File: src/rtl/trig_start_gen.sv
// trig_start_gen: trigger detector producing the Start level for the
// pre-sampling FIFO. Optional auto-trigger timeout: define TRIG_AUTO_EN.
module trig_start_gen #(
    parameter int DW = 8,
    parameter int TW = 16
`ifdef TRIG_AUTO_EN
    ,
    parameter int AUTO_W = 20
`endif
) (
    input  logic          ClrW,
    input  logic          Wclk,
    input  logic          Sampled,
    input  logic [DW-1:0] Din,
    input  logic [2:0]    Mode,
    input  logic [DW-1:0] Vthr,
    input  logic [DW-1:0] Hyst,
    input  logic [TW-1:0] Tthr,
    input  logic          Force,
    output logic          Start,
    output logic          Armed,
    output logic          Auto
);

    typedef enum logic [1:0] {
        WAIT_PRE = 2'd0,
        HUNT     = 2'd1,
        FIRED    = 2'd2
    } state_t;

    state_t        state_q, state_d;
    logic [2:0]    mode_q, mode_d;
    logic [DW-1:0] vthr_q, vthr_d;
    logic [DW-1:0] hyst_q, hyst_d;
    logic [TW-1:0] tthr_q, tthr_d;
    logic          flag_q, flag_d;
    logic          known_q, known_d;
    logic [TW-1:0] pcnt_q, pcnt_d;
    logic          armed_q, armed_d;
    logic          start_q, start_d;
    logic          auto_q, auto_d;
    logic          auto_hit;

`ifdef TRIG_AUTO_EN
    logic [AUTO_W-1:0] acnt_q, acnt_d;
`endif

    logic [DW:0]   lo_w, hi_w;
    logic [DW-1:0] lo, hi;
    logic          neg, act, inact;
    logic          lead, trail;
    logic [TW-1:0] width;
    logic          fire;

    // Thresholds, level qualification and the per-mode fire condition.
    always_comb begin
        lo_w  = {1'b0, vthr_q} - {1'b0, hyst_q};
        hi_w  = {1'b0, vthr_q} + {1'b0, hyst_q};
        lo    = lo_w[DW] ? '0 : lo_w[DW-1:0];
        hi    = hi_w[DW] ? '1 : hi_w[DW-1:0];
        neg   = (mode_q == 3'd1) || (mode_q == 3'd4) || (mode_q == 3'd5);
        act   = neg ? (Din <= vthr_q) : (Din >= vthr_q);
        inact = neg ? (Din > hi) : (Din < lo);
        // Flag only becomes set once the inactive side has been seen,
        // so a pulse already in progress at arming is ignored.
        lead  = act && known_q && !flag_q;
        trail = inact && flag_q;
        width = (pcnt_q == '1) ? pcnt_q : pcnt_q + TW'(1);
        fire  = 1'b0;
        case (mode_q)
            3'd0, 3'd1: fire = lead;
            3'd2, 3'd4: fire = trail && (width < tthr_q);
            3'd3, 3'd5: fire = trail && (width >= tthr_q);
            3'd6:       fire = 1'b1;
            default:    fire = 1'b0;
        endcase
`ifdef TRIG_AUTO_EN
        auto_hit = (acnt_q == '1);
`else
        auto_hit = 1'b0;
`endif
    end

    // Next-state, configuration latch, level tracking and pulse width.
    always_comb begin
        state_d = state_q;
        mode_d  = mode_q;
        vthr_d  = vthr_q;
        hyst_d  = hyst_q;
        tthr_d  = tthr_q;
        flag_d  = flag_q;
        known_d = known_q;
        pcnt_d  = pcnt_q;
        auto_d  = auto_q;
`ifdef TRIG_AUTO_EN
        acnt_d  = acnt_q;
`endif
        case (state_q)
            WAIT_PRE: begin
                if (Force) begin
                    state_d = FIRED;
                end else if (Sampled) begin
                    state_d = HUNT;
                    mode_d  = Mode;
                    vthr_d  = Vthr;
                    hyst_d  = Hyst;
                    tthr_d  = Tthr;
                    flag_d  = 1'b0;
                    known_d = 1'b0;
                    pcnt_d  = '0;
`ifdef TRIG_AUTO_EN
                    acnt_d  = '0;
`endif
                end
            end
            HUNT: begin
                if (inact) begin
                    flag_d  = 1'b0;
                    known_d = 1'b1;
                end else if (act && known_q) begin
                    flag_d  = 1'b1;
                end
                if (lead) begin
                    pcnt_d = '0;
                end else if (flag_q && !inact) begin
                    pcnt_d = width;
                end
`ifdef TRIG_AUTO_EN
                acnt_d = acnt_q + AUTO_W'(1);
`endif
                if (Force || fire) begin
                    state_d = FIRED;
                end else if (auto_hit) begin
                    state_d = FIRED;
                    auto_d  = 1'b1;
                end
            end
            FIRED: begin
                state_d = FIRED;
            end
            default: begin
                state_d = WAIT_PRE;
            end
        endcase
        armed_d = (state_d == HUNT);
        start_d = (state_d == FIRED);
    end

    // State and datapath registers, cleared asynchronously by ClrW.
    always_ff @(posedge Wclk or posedge ClrW) begin
        if (ClrW) begin
            state_q <= WAIT_PRE;
            mode_q  <= '0;
            vthr_q  <= '0;
            hyst_q  <= '0;
            tthr_q  <= '0;
            flag_q  <= 1'b0;
            known_q <= 1'b0;
            pcnt_q  <= '0;
            armed_q <= 1'b0;
            start_q <= 1'b0;
            auto_q  <= 1'b0;
`ifdef TRIG_AUTO_EN
            acnt_q  <= '0;
`endif
        end else begin
            state_q <= state_d;
            mode_q  <= mode_d;
            vthr_q  <= vthr_d;
            hyst_q  <= hyst_d;
            tthr_q  <= tthr_d;
            flag_q  <= flag_d;
            known_q <= known_d;
            pcnt_q  <= pcnt_d;
            armed_q <= armed_d;
            start_q <= start_d;
            auto_q  <= auto_d;
`ifdef TRIG_AUTO_EN
            acnt_q  <= acnt_d;
`endif
        end
    end

    assign Start = start_q;
    assign Armed = armed_q;
    assign Auto  = auto_q;

endmodule

File: config.mk
export PLATFORM = sky130hd
export DESIGN_NAME = trig_start_gen
export DESIGN_NICKNAME = d
export VERILOG_FILES = /design/src/rtl/trig_start_gen.sv
export SDC_FILE = /design/constraint.sdc
export NUM_CORES = 1
export LEC_CHECK = 0
export ABC_AREA = 0
export CORE_UTILIZATION = 38
export CTS_CLUSTER_SIZE = 24
export DETAILED_ROUTE_END_ITERATION = 10
export GPL_ROUTABILITY_DRIVEN = 0
export GPL_TIMING_DRIVEN = 1
export SLEW_MARGIN = 20
export SYNTH_ARGS = -nofsm -noshare
export SYNTH_HDL_FRONTEND = slang
export SYNTH_SLANG_ARGS = --single-unit
File: constraint.sdc
create_clock -name Wclk -period 10.7 [get_ports Wclk]
set_clock_uncertainty 0.15 [all_clocks]
set_input_delay 1.07 -clock Wclk [delete_from_list [all_inputs] [get_ports Wclk]]
set_output_delay 1.07 -clock Wclk [all_outputs]
set_load 0.02 [all_outputs]
* Word-level counts from Yosys, hierarchy flattened
Index checks and enable logic that the tools add are counted.
** Cells by class
- $add $sub $neg :: 3
- Order comparisons :: 6
- Equality and inequality tests :: 16
- Muxes and demuxes :: 22
- Bitwise logic cells :: 1
- Reductions and logical operators :: 21
** Operator list (number)
- 2-to-1 mux 16 bit :: 5
- case mux 16 bit (2 select lines) :: 1
- adder 16 x 1 -> 16 bit (second input constant) :: 1
- == test 16 bit (second input constant) :: 1
- greater-or-equal comparator 16 bit :: 1
- less-than comparator 16 bit :: 1
- 2-to-1 mux 8 bit :: 2
- AND reduction 4 bit :: 3
- adder 8 x 8 -> 9 bit :: 1
- == test 3 bit (second input constant) :: 3
- subtractor 8 x 8 -> 9 bit :: 1
- greater-or-equal comparator 8 bit :: 1
- greater-than comparator 8 bit :: 1
- <= comparator 8 bit :: 1
- less-than comparator 8 bit :: 1
- 2-to-1 mux 1 bit :: 7
- == test 3 x 2 -> 1 bit (second input constant) :: 2
- logical AND 1 bit :: 6
- 2-to-1 mux 2 bit :: 3
- != test 2 bit (second input constant) :: 3
- != test 3 bit (second input constant) :: 2
- case mux 2 bit (3 select lines) :: 1
- OR reduction 2 bit :: 3
- == test 2 x 1 -> 1 bit (second input constant) :: 2
- 11 further kinds :: 16
** Storage, ports and cells
- Bits in registers :: 57
- Input bits :: 47
- Logic and storage cells :: 79

* Depth between registers and ports, before layout
Gate-level depths: netlist (run 1).
- Depth after elaboration :: 11
- Mapped depth :: 20

* Least setup slack after synthesis (run 1)
OpenSTA, ideal clock, no wires.
- Path kind :: register -> register
- Start point :: reg vthr_q[0]
- End point :: reg pcnt_q[5]
- Arrival time :: 3559 ps
- Required time :: 10423 ps
- Setup slack :: 6863 ps
- Stages on the path, launching flop included :: 19
- Buffers on the path :: 0
- Period minus slack after synthesis :: 3837 ps
- Cells stage by stage :: dfrtp_1 > inv_1 > ha_1 > fa_1 > nor2b_1 > o31ai_1 > and2_1 > o21ai_0 > nand4_1 > nor2b_1 > ha_1 > nand4_1 > a21oi_1 > nor4_2 > nand2_1 > o32a_1 > a21oi_2 > nand2b_4 > o22ai_1
** Between the ends
- Word-level cells in the longest chain between the ends :: 8
- Elaborated cells on any way between the ends :: 18
- Those cells by class :: add/sub (2); order compare (4); eq/ne (1); mux (6); reduce/logical (5)
** Ends and longest elaborated chain
- start: declaration :: RTL line 33 : logic [DW-1:0] vthr_q, vthr_d;
- start signal: assignment :: RTL line 169 : vthr_q <= vthr_d;
- subtractor 8 x 8 -> 9 bit / adder 8 x 8 -> 9 bit (equally long branches) :: RTL line 57, 58
- 2-to-1 mux 8 bit (on tied branches) :: RTL line 59, 60
- less-than comparator 8 bit / greater-than comparator 8 bit (equally long branches) :: RTL line 63 : inact = neg ? (Din > hi) : (Din < lo);
- 2-to-1 mux 1 bit :: RTL line 63
- zero test 1 bit :: RTL line 125 : end else if (flag_q && !inact) begin
- logical AND 1 bit :: RTL line 125
- != test 3 bit (no source line)
- AND reduction 4 bit (no source line)
- end signal: assignment :: RTL line 174 : pcnt_q <= pcnt_d;
- end: declaration :: RTL line 38 : logic [TW-1:0] pcnt_q, pcnt_d;
Several ways; a longest one is shown, not always the timed one.
A chain may end at the register's enable or synchronous reset.

* Worst setup path in the final report (run 1)
- Start point :: reg pcnt_q[4]
- End point :: reg start_q (netlist: Start)
** Between the ends
- Word-level cells in the longest chain between the ends :: 9
- Elaborated cells on any way between the ends :: 12
- Those cells by class :: add/sub (1); order compare (2); eq/ne (2); mux (4); reduce/logical (3)
** Ends and longest elaborated chain
- adder 16 x 1 -> 16 bit / == test 16 bit (equally long branches) :: RTL line 68 : width = (pcnt_q == '1) ? pcnt_q : pcnt_q + TW'(1);
- 2-to-1 mux 16 bit (*) :: RTL line 68
- greater-or-equal comparator 16 bit / less-than comparator 16 bit (equally long branches) :: RTL line 73, 72
- logical AND 1 bit (on tied branches) :: RTL line 73, 72
- case mux 1 bit (4 select lines) (*) :: RTL line 70 : case (mode_q)
- logical OR 1 bit (*) :: RTL line 131 : if (Force || fire) begin
- 2-to-1 mux 2 bit (*) :: RTL line 131
- case mux 2 bit (3 select lines) (*) :: RTL line 98 : case (state_q)
- == test 2 bit (*) :: RTL line 146 : start_d = (state_d == FIRED);
- net start_d :: RTL line 40 : logic start_q, start_d;
- end signal: assignment :: RTL line 176 : start_q <= start_d;
- end: declaration :: RTL line 40
The timed path passes the listed nets; every way through them passes the cells marked *.

==> run summary, run 1 <==
The logs give 5.82 ns for the slack of the critical path and 7.44 mm for the detailed-placement wirelength estimate. The class of the tightest hold or removal check was flip-flop to flip-flop. Number of cells produced by synthesis: 521. The final-report max-slew violation count came out at 0. The worst-case IR drop observed on VDD is 0.111 mV. The portion of synthesized cell area occupied by the leading cell type is 0.324, and the synthesized-area fraction occupied by adder cells is 0.168. The first detailed-routing pass took 4 iterations. The worst slew margin relative to its limit was 0.388; the final critical-path required period was 4.88 ns. The post-CTS setup buffer count was 0; the number of buffers and inverters on the critical path was 1.

The total area inside the core boundary comes to 11,100 sq um. The detailed router finished its first iteration with 128 violations. The number of global-route vias before repair was 3,540. Cell with the most instances after synthesis: sky130_fd_sc_hd__nand2_1. For the remaining number of nets flagged by the antenna check after routing, the log shows 0.

Counting instances in the post-synthesis netlist gives the leading cell types as sky130_fd_sc_hd__nand2_1, sky130_fd_sc_hd__dfrtp_1, sky130_fd_sc_hd__ha_1. By area, the combinational part of the netlist is dominated by compound AO/OA/AOI/OAI gates. Actual slew at the worst max-slew pin: 0.915 ns.

STA classifies the critical path startpoint as a flip-flop. The summed negative setup slack over all endpoints was 0 ns; the via total after detailed routing was 3,715. The die is 110 um tall. Entering global routing, the biggest net connects 69 pins. STA puts the critical path data arrival time at 4.94 ns. The finished layout holds 709 standard cells, fillers aside.

The overall die area is 12,000 sq um, and the register bit count reported by yosys is 57. For flop-to-flop paths, the worst setup slack is 5.82 ns. The most common flop cell mapped by yosys is sky130_fd_sc_hd__dfrtp_1. The number of placed instances, taps included, is 693.

sky130_fd_sc_hd__dfrtp_1 takes more of the synthesized area than any other cell. Multiplexer area fraction after synthesis: 0.00796. The initialized floorplan defines 38 standard-cell rows. The count of hold-fix buffers inserted at cts was 0; the number of flops mapped to enable cells by yosys was 0.

The largest single stage delay on the critical path is 0.53 ns. The aggregate global routing overflow was 0. The TritonCTS buffer count is 9, and the area of placed instances is 4980 sq um.

The number of buffer cells added on primary ports came out at 48. For the number of failing setup endpoints in the final timing report, the log shows 0. TritonCTS built the clock tree.

The total of fill cells in the finished design was 1,092. Power spread over the standard cell area amounts to 225 nW/um^2. For the global-route usage over all layers, the log shows 0.190. The tools report the critical path capture point type as a flip-flop. The run gives 0.34 ns as the source-to-sink clock delay at the later pin of the worst-skew pair. The highest achievable clock rate is 205 MHz. The run finished with clean final reports.

The simple-gate share of the synthesized area came out at 0.200. The number of antenna diodes in the final layout is 0. The H-tree depth reported by CTS is 3, and the static leakage power is 2.36 nW.

Along the worst path, the maximum fanout reaches 11. Measured along the x axis, the die boundary spans 110 um. Prior to clock tree synthesis, the placed netlist has a worst setup slack of 5.71 ns. Setup repair after global routing left no endpoint under its margin. The netlist uses 64 different library cells. Share of final-layout standard cells stronger than drive strength 1: 0.0791. The tools report the number of top-level design ports as 50.

The number of max-cap violations is 0, and the global-route wire length before repair is 17.2 mm. The post-synthesis compound-gate area fraction was 0.213. Proportion of register bits with asynchronous set or reset after synthesis: 1.00.

At the worst endpoint, the required time is 10.76 ns. The type of the setup path with the least slack is flip-flop to flip-flop. The final hold violation count is 0. The clock sink total was 57; the synthesized-area fraction occupied by xor and xnor cells was 0.0199.

The average routed wire per standard cell works out to 14.1 um. The cell family contributing the most delay on the critical path is simple AND/OR/NAND/NOR gates. The clock tree root buffer cell is sky130_fd_sc_hd__clkbuf_16. The finished cells cover 5300 sq um. The starting density of the core came out at 0.397.

For this run, design rule violations remaining after detail routing come to 0. The clock passes through at most 2 buffers. Traced cell by cell, the critical path runs through and4_4 -> nand3_4 -> nor3_4 -> nand4_1 -> nand2b_2 -> nor3_1 -> xnor2_1 -> inv_1 -> ha_1 -> a211oi_1 -> o211ai_1 -> a221oi_1 -> nor2b_1 -> a211oi_1 -> nor3_1 -> o21ai_1 -> o21ai_0. The total length of routed wires came out at 10.0 mm. Summing every instance area after synthesis gives 4400 sq um. The number of nets in the final layout is 669, and the share of synthesized area occupied by flip-flops and latches is 0.324. The mean cell area of the mapped netlist is 8.45 sq um, and the post-synthesis net count is 626. The final cycle utilization of the critical path is 0.456.

Compared with the post-synthesis result, the final layout area differs by 20.4%. The run gives 0 as the number of antenna violations at the first check in global routing. Among all stages on the critical path, the largest delay is contributed by sky130_fd_sc_hd__dfrtp_1.

For the utilization after layout, the log shows 0.478. In the post-synthesis netlist, the biggest area contributors are sky130_fd_sc_hd__dfrtp_1, sky130_fd_sc_hd__ha_1, sky130_fd_sc_hd__nand2_1. The via density per instance was 5.24; the number of instances resized during post-cts repair was 0. After clock tree synthesis, the clock-pin slew on the worst setup and hold paths is 0.05 ns.

The Yosys step of the flow raised 0 warnings.
==> placed cells by master (no fill, tap or decap), types with 3 or more instances in the layout <==
| cell | n |
|---|---|
| sky130_fd_sc_hd__or3_1 | 4 |
| sky130_fd_sc_hd__nor3_1 | 7 |
| sky130_fd_sc_hd__o31ai_1 | 3 |
| sky130_fd_sc_hd__nand2_1 | 87 |
| sky130_fd_sc_hd__a31oi_1 | 5 |
| sky130_fd_sc_hd__o21ai_1 | 13 |
| sky130_fd_sc_hd__xnor2_1 | 8 |
| sky130_fd_sc_hd__o31ai_2 | 3 |
| sky130_fd_sc_hd__inv_1 | 49 |
| sky130_fd_sc_hd__o21a_1 | 7 |
| sky130_fd_sc_hd__o211ai_1 | 4 |
| sky130_fd_sc_hd__o21bai_1 | 5 |
| sky130_fd_sc_hd__dfrtp_1 | 57 |
| sky130_fd_sc_hd__a21oi_1 | 31 |
| sky130_fd_sc_hd__clkbuf_16 | 9 |
| sky130_fd_sc_hd__o21ai_0 | 46 |
| sky130_fd_sc_hd__clkinv_2 | 3 |
| sky130_fd_sc_hd__clkdlybuf4s50_1 | 48 |
| sky130_fd_sc_hd__nor2_1 | 24 |
| sky130_fd_sc_hd__ha_1 | 56 |
| sky130_fd_sc_hd__nor2b_1 | 8 |
| sky130_fd_sc_hd__nand4_1 | 12 |
| sky130_fd_sc_hd__a211oi_1 | 5 |
| sky130_fd_sc_hd__o2bb2ai_1 | 3 |
| sky130_fd_sc_hd__nand2b_1 | 10 |
| sky130_fd_sc_hd__nand3_1 | 9 |
| sky130_fd_sc_hd__a21o_1 | 3 |
==> sequential cells by signal, summed over array words and instances (netlist names) <==
name     count
Armed        1
flag_q       1
known_q      1
state_q      2
vthr_q       8
hyst_q       8
Start        1
tthr_q      16
pcnt_q      16
mode_q       3
==> where the power goes <==
part,switching [mW],internal [mW]
registers,0.0485,0.272
clock network,0.106,0.202
logic,0.319,0.246
==> worst reg2reg max path, stage by stage, from the launching register on <==
cell and delay, ns:
sky130_fd_sc_hd__dfrtp_1 0.53, sky130_fd_sc_hd__and4_4 0.32, sky130_fd_sc_hd__nand3_4 0.12, sky130_fd_sc_hd__nor3_4 0.25, sky130_fd_sc_hd__nand4_1 0.48, sky130_fd_sc_hd__nand2b_2 0.35, sky130_fd_sc_hd__nor3_1 0.09, sky130_fd_sc_hd__xnor2_1 0.24
sky130_fd_sc_hd__inv_1 0.08, sky130_fd_sc_hd__ha_1 0.29, sky130_fd_sc_hd__a211oi_1 0.24, sky130_fd_sc_hd__o211ai_1 0.14, sky130_fd_sc_hd__a221oi_1 0.51, sky130_fd_sc_hd__nor2b_1 0.10, sky130_fd_sc_hd__a211oi_1 0.36, sky130_fd_sc_hd__nor3_1 0.09
sky130_fd_sc_hd__o21ai_1 0.29, sky130_fd_sc_hd__o21ai_0 0.13
==> through the flow <==
| stage | hold slack [ns] | total power, mW |
|---|---|---|
| 2_1_floorplan | 0.296 | 0.742 |
| 3_3_place_gp | 0.326 | 0.868 |
| 3_5_place_dp | 0.320 | 0.884 |
| 4_1_cts | 0.334 | 1.20 |
| 5_1_grt | 0.356 | 1.30 |
| 6_report | 0.333 | 1.19 |
==> final timing paths <==
kind	to	start	depth (start not counted)
hold / removal	tthr_q[0]	tthr_q[0]	2
setup reg to reg	Start	pcnt_q[4]	17
max in group asynchronous	pcnt_q[7]	ClrW	3
setup / recovery	Start	pcnt_q[4]	17
hold reg to reg	tthr_q[0]	tthr_q[0]	2
min in group asynchronous	tthr_q[11]	ClrW	3
==> area by class of cell <==
type,count,area (sq um),share of cell area
repair buffers,50,495,0.0935
clock inverters,6,82.6,0.0156
well taps,140,175,0.0331
clock buffers,10,229,0.0432
multi-input cells,396,2700,0.510
flip-flops and latches,57,1430,0.269
inverters,50,188,0.0354
==> kinds of logic after synthesis <==
family,count (synthesis)
other cells,1
buf+inv,68
flops,57
fa+ha+maj,58
compound gates,147
mux,3
xor+xnor,10
simple gates,177
==> per-layer routing <==
metal	part of all wire	up-vias	global-route usage
li1	-	1900	-
met1	0.51	1726	0.267
met2	0.42	80	0.283
met3	0.052	9	0.0445
met4	0.016	0	0.0714
met5	0	-	0
No activity file was read; power rests on OpenSTA's default activity.
==> inputs of run 2 (changes only) <==
Clock period 10.7 ns to 4.9 ns, I/O delays scaled along.
==> run summary, run 2 (synthesis results as in run 1) <==
H-tree depth reported by CTS: 3 (unchanged). TritonCTS buffer count: 9 (unchanged). The number of antenna violations at the first check in global routing was 0 (unchanged); the summed negative setup slack over all endpoints was 0 ns (unchanged).

The synthesis-to-finish area growth works out to 21.3% (was 20.4%). Number of max-cap violations: 0 (unchanged). The cell that appears most often on the critical path is sky130_fd_sc_hd__a21oi_1. The switching power was 1.03 mW (was 0.474 mW); the actual slew at the worst max-slew pin was 0.958 ns (was 0.915 ns). The proportion of power drawn by the clock network is 0.268 (was 0.258), and the delay of the slowest critical-path stage is 0.41 ns (was 0.53 ns). Biggest registers after layout: pcnt_q x16, tthr_q x16 (unchanged). The switching fraction of total power was 0.390 (was 0.397); the power share of the sequential group was 0.265 (was 0.268). The violation count after the first detailed-routing iteration was 149 (was 128); the global-route usage over all layers was 0.191 (was 0.190). Leading cell type in the layout, fill and taps excluded: sky130_fd_sc_hd__nand2_1 (unchanged).

The worst slew margin relative to its limit was 0.359 (was 0.388); the number of top-level design ports was 50 (unchanged). The run gives 0 (unchanged) as the remaining number of nets flagged by the antenna check after routing. The clock-pin slew on the worst setup and hold paths was 0.06 ns (was 0.05 ns); the final hold violation count was 0 (unchanged). The tools report the slack of the critical path as 0.469 ns (was 5.82 ns). The combinational share of power was 0.467 (was 0.474); the critical path required time was 4.98 ns (was 10.76 ns). The worst setup timing slack at the placement stage came out at 0.430 ns (was 5.71 ns).

The highest net fanout along the worst path came out at 26 (was 11). The flow ran to the end, and the final reports show no timing, DRC or antenna violations. Setup repair after global routing left no endpoint under its margin.

Number of nets in the final layout: 673 (was 669). The gate family responsible for the most delay along the worst path is compound AO/OA/AOI/OAI gates (was simple AND/OR/NAND/NOR gates). The width of the die is 110 um (unchanged), and the final-report max-slew violation count is 0 (unchanged).

The area of the placeable core was 11,100 sq um (unchanged). The final cycle utilization of the critical path came out at 0.904 (was 0.456). The starting density of the core came out at 0.397 (unchanged). For the largest buffer count on any clock path, the log shows 2 (unchanged).

The tools report the cell row count as 38 (unchanged). Critical path capture point type: a flip-flop (unchanged). The peak supply drop was 0.308 mV (was 0.111 mV). The share of final-layout standard cells stronger than drive strength 1 was 0.0839 (was 0.0791); the die extent in y was 110 um (unchanged). The type of the setup path with the least slack was flip-flop to flip-flop (unchanged). The total of fill cells in the finished design came out at 1,065 (was 1,092).

The class of the tightest hold or removal check was flip-flop to flip-flop (unchanged). The post-CTS setup buffer count was 0 (unchanged). The logs give 697 (was 693) for the cell count after placement and 0 (unchanged) for the number of failing setup endpoints in the final timing report.

The run gives 1.62 mW (was 0.720 mW) as the internal power. The iteration count of the initial detailed-routing pass was 4 (unchanged); the maximum number of pins on one net before global-route repair was 58 (was 69). The detailed-placement wirelength estimate was 7.74 mm (was 7.44 mm); the via total after detailed routing was 3,707 (was 3,715). The overall die area is 12,000 sq um (unchanged), and the average routed wire per standard cell is 14.6 um (was 14.1 um). The final critical-path required period is 4.43 ns (was 4.88 ns), and the source-to-sink clock delay at the later pin of the worst-skew pair is 0.34 ns (about the same). Sequence of cells on the critical path: ha_1 -> fa_1 -> nand2b_1 -> a21oi_1 -> o21bai_1 -> a21oi_1 -> nor2_1 -> o21ba_2 -> o21bai_2 -> nor2_1 -> ha_1 -> nor2b_1 -> o211ai_1 -> a21oi_1 -> a211oi_1 -> o32a_1 -> a21oi_2 -> buf_4 -> nand2b_4 -> o41ai_2 (was and4_4 -> nand3_4 -> nor3_4 -> nand4_1 -> nand2b_2 -> nor3_1 -> xnor2_1 -> inv_1 -> ha_1 -> a211oi_1 -> o211ai_1 -> a221oi_1 -> nor2b_1 -> a211oi_1 -> nor3_1 -> o21ai_1 -> o21ai_0). The detailed-route DRC error count is 0 (unchanged), and the antenna diode count is 0 (unchanged). The static leakage power is 2.38 nW (was 2.36 nW), and the number of buffer cells added on primary ports is 48 (unchanged). The tools report the clock tree root buffer cell as sky130_fd_sc_hd__clkbuf_16 (unchanged). The total length of routed wires was 10.4 mm (was 10.0 mm); the global-route wire length before repair was 17.3 mm (was 17.2 mm). The power per unit of standard cell area was 496 nW/um^2 (was 225 nW/um^2); the aggregate global routing overflow was 0 (unchanged). Commonest cells after routing, fill and taps aside: sky130_fd_sc_hd__nand2_1, sky130_fd_sc_hd__dfrtp_1, sky130_fd_sc_hd__ha_1 (unchanged). The number of global-route vias before repair came out at 3,599 (was 3,540).

The tools report the startpoint type of the worst setup path as a flip-flop (unchanged). Post-route non-filler standard cell count: 712 (was 709). The number of buffers and inverters on the critical path was 1 (unchanged); the clock sink total was 57 (unchanged). Cell type of the slowest stage on the worst timing path: sky130_fd_sc_hd__dfrtp_1 (unchanged).

The utilization after layout is 0.482 (was 0.478). The via density per instance is 5.21 (was 5.24). The highest achievable clock rate was 226 MHz (was 205 MHz). The signal arrival time at the worst endpoint is 4.51 ns (was 4.94 ns). TritonCTS built the clock tree.
run 2: stage by stage:
| step | power (mW) | hold WS [ns] | area [sq um] |
|---|---|---|---|
| 2_1_floorplan | 1.62 | 0.296 | 4400 |
| 3_3_place_gp | 1.89 | 0.324 | 5010 |
| 3_5_place_dp | 1.93 | 0.324 | 5010 |
| 4_1_cts | 2.67 | 0.345 | 5340 |
| 5_1_grt | 2.88 | 0.367 | 5340 |
| 6_report | 2.65 | 0.341 | 5340 |
run 2: worst paths after layout:
path / start / endpoint / slack (ns) / cells past startpoint
setup / recovery: hyst_q[0] / pcnt_q[9] / 0.47 / 20
hold / removal: known_q / known_q / 0.34 / 1
setup reg to reg: hyst_q[0] / pcnt_q[9] / 0.47 / 20
hold reg to reg: known_q / known_q / 0.34 / 1
max in group asynchronous: ClrW / vthr_q[7] / 3.55 / 3
min in group asynchronous: ClrW / tthr_q[13] / 0.55 / 3
run 2: timing repair:
item	4_1_cts	5_1_grt
hold buffers	0	0
endpoints found under the setup margin	0	7
gates resized for setup	0	1
run 2: area by class of cell:
type,count,area (sq um),share of cell area
Multi-Input combinational cell,396,2690,0.505
Sequential cell,57,1430,0.267
Clock buffer,13,270,0.0506
Inverter,50,188,0.0352
Timing Repair Buffer,54,526,0.0984
Tap cell,140,175,0.0328
Clock inverter,2,60.1,0.0112
run 2: worst reg2reg max path, stage by stage (launching register included):
cell and delay [ns]:
sky130_fd_sc_hd__dfrtp_1 0.41, sky130_fd_sc_hd__ha_1 0.22, sky130_fd_sc_hd__fa_1 0.39, sky130_fd_sc_hd__nand2b_1 0.11, sky130_fd_sc_hd__a21oi_1 0.09, sky130_fd_sc_hd__o21bai_1 0.22
sky130_fd_sc_hd__a21oi_1 0.10, sky130_fd_sc_hd__nor2_1 0.19, sky130_fd_sc_hd__o21ba_2 0.17, sky130_fd_sc_hd__o21bai_2 0.11, sky130_fd_sc_hd__nor2_1 0.15, sky130_fd_sc_hd__ha_1 0.25
sky130_fd_sc_hd__nor2b_1 0.13, sky130_fd_sc_hd__o211ai_1 0.15, sky130_fd_sc_hd__a21oi_1 0.09, sky130_fd_sc_hd__a211oi_1 0.34, sky130_fd_sc_hd__o32a_1 0.29, sky130_fd_sc_hd__a21oi_2 0.07
sky130_fd_sc_hd__buf_4 0.23, sky130_fd_sc_hd__nand2b_4 0.22, sky130_fd_sc_hd__o41ai_2 0.25
run 2: power groups by stage:
stage	clock network (mW)	registers, mW	logic, mW
final	0.709	0.703	1.24
after detailed placement	0	0.706	1.23
after global routing	0.745	0.718	1.42
after CTS	0.724	0.701	1.24
after floorplan	0	0.672	0.949
after global placement	0	0.701	1.19
run 2: metal layers:
layer  track usage  wire length (um)  vias up
met5             0                 0        -
met4        0.0752               172        0
met3        0.0409               470       15
met2         0.284              4480       83
met1         0.269              5250     1707
li1              -                 -     1902
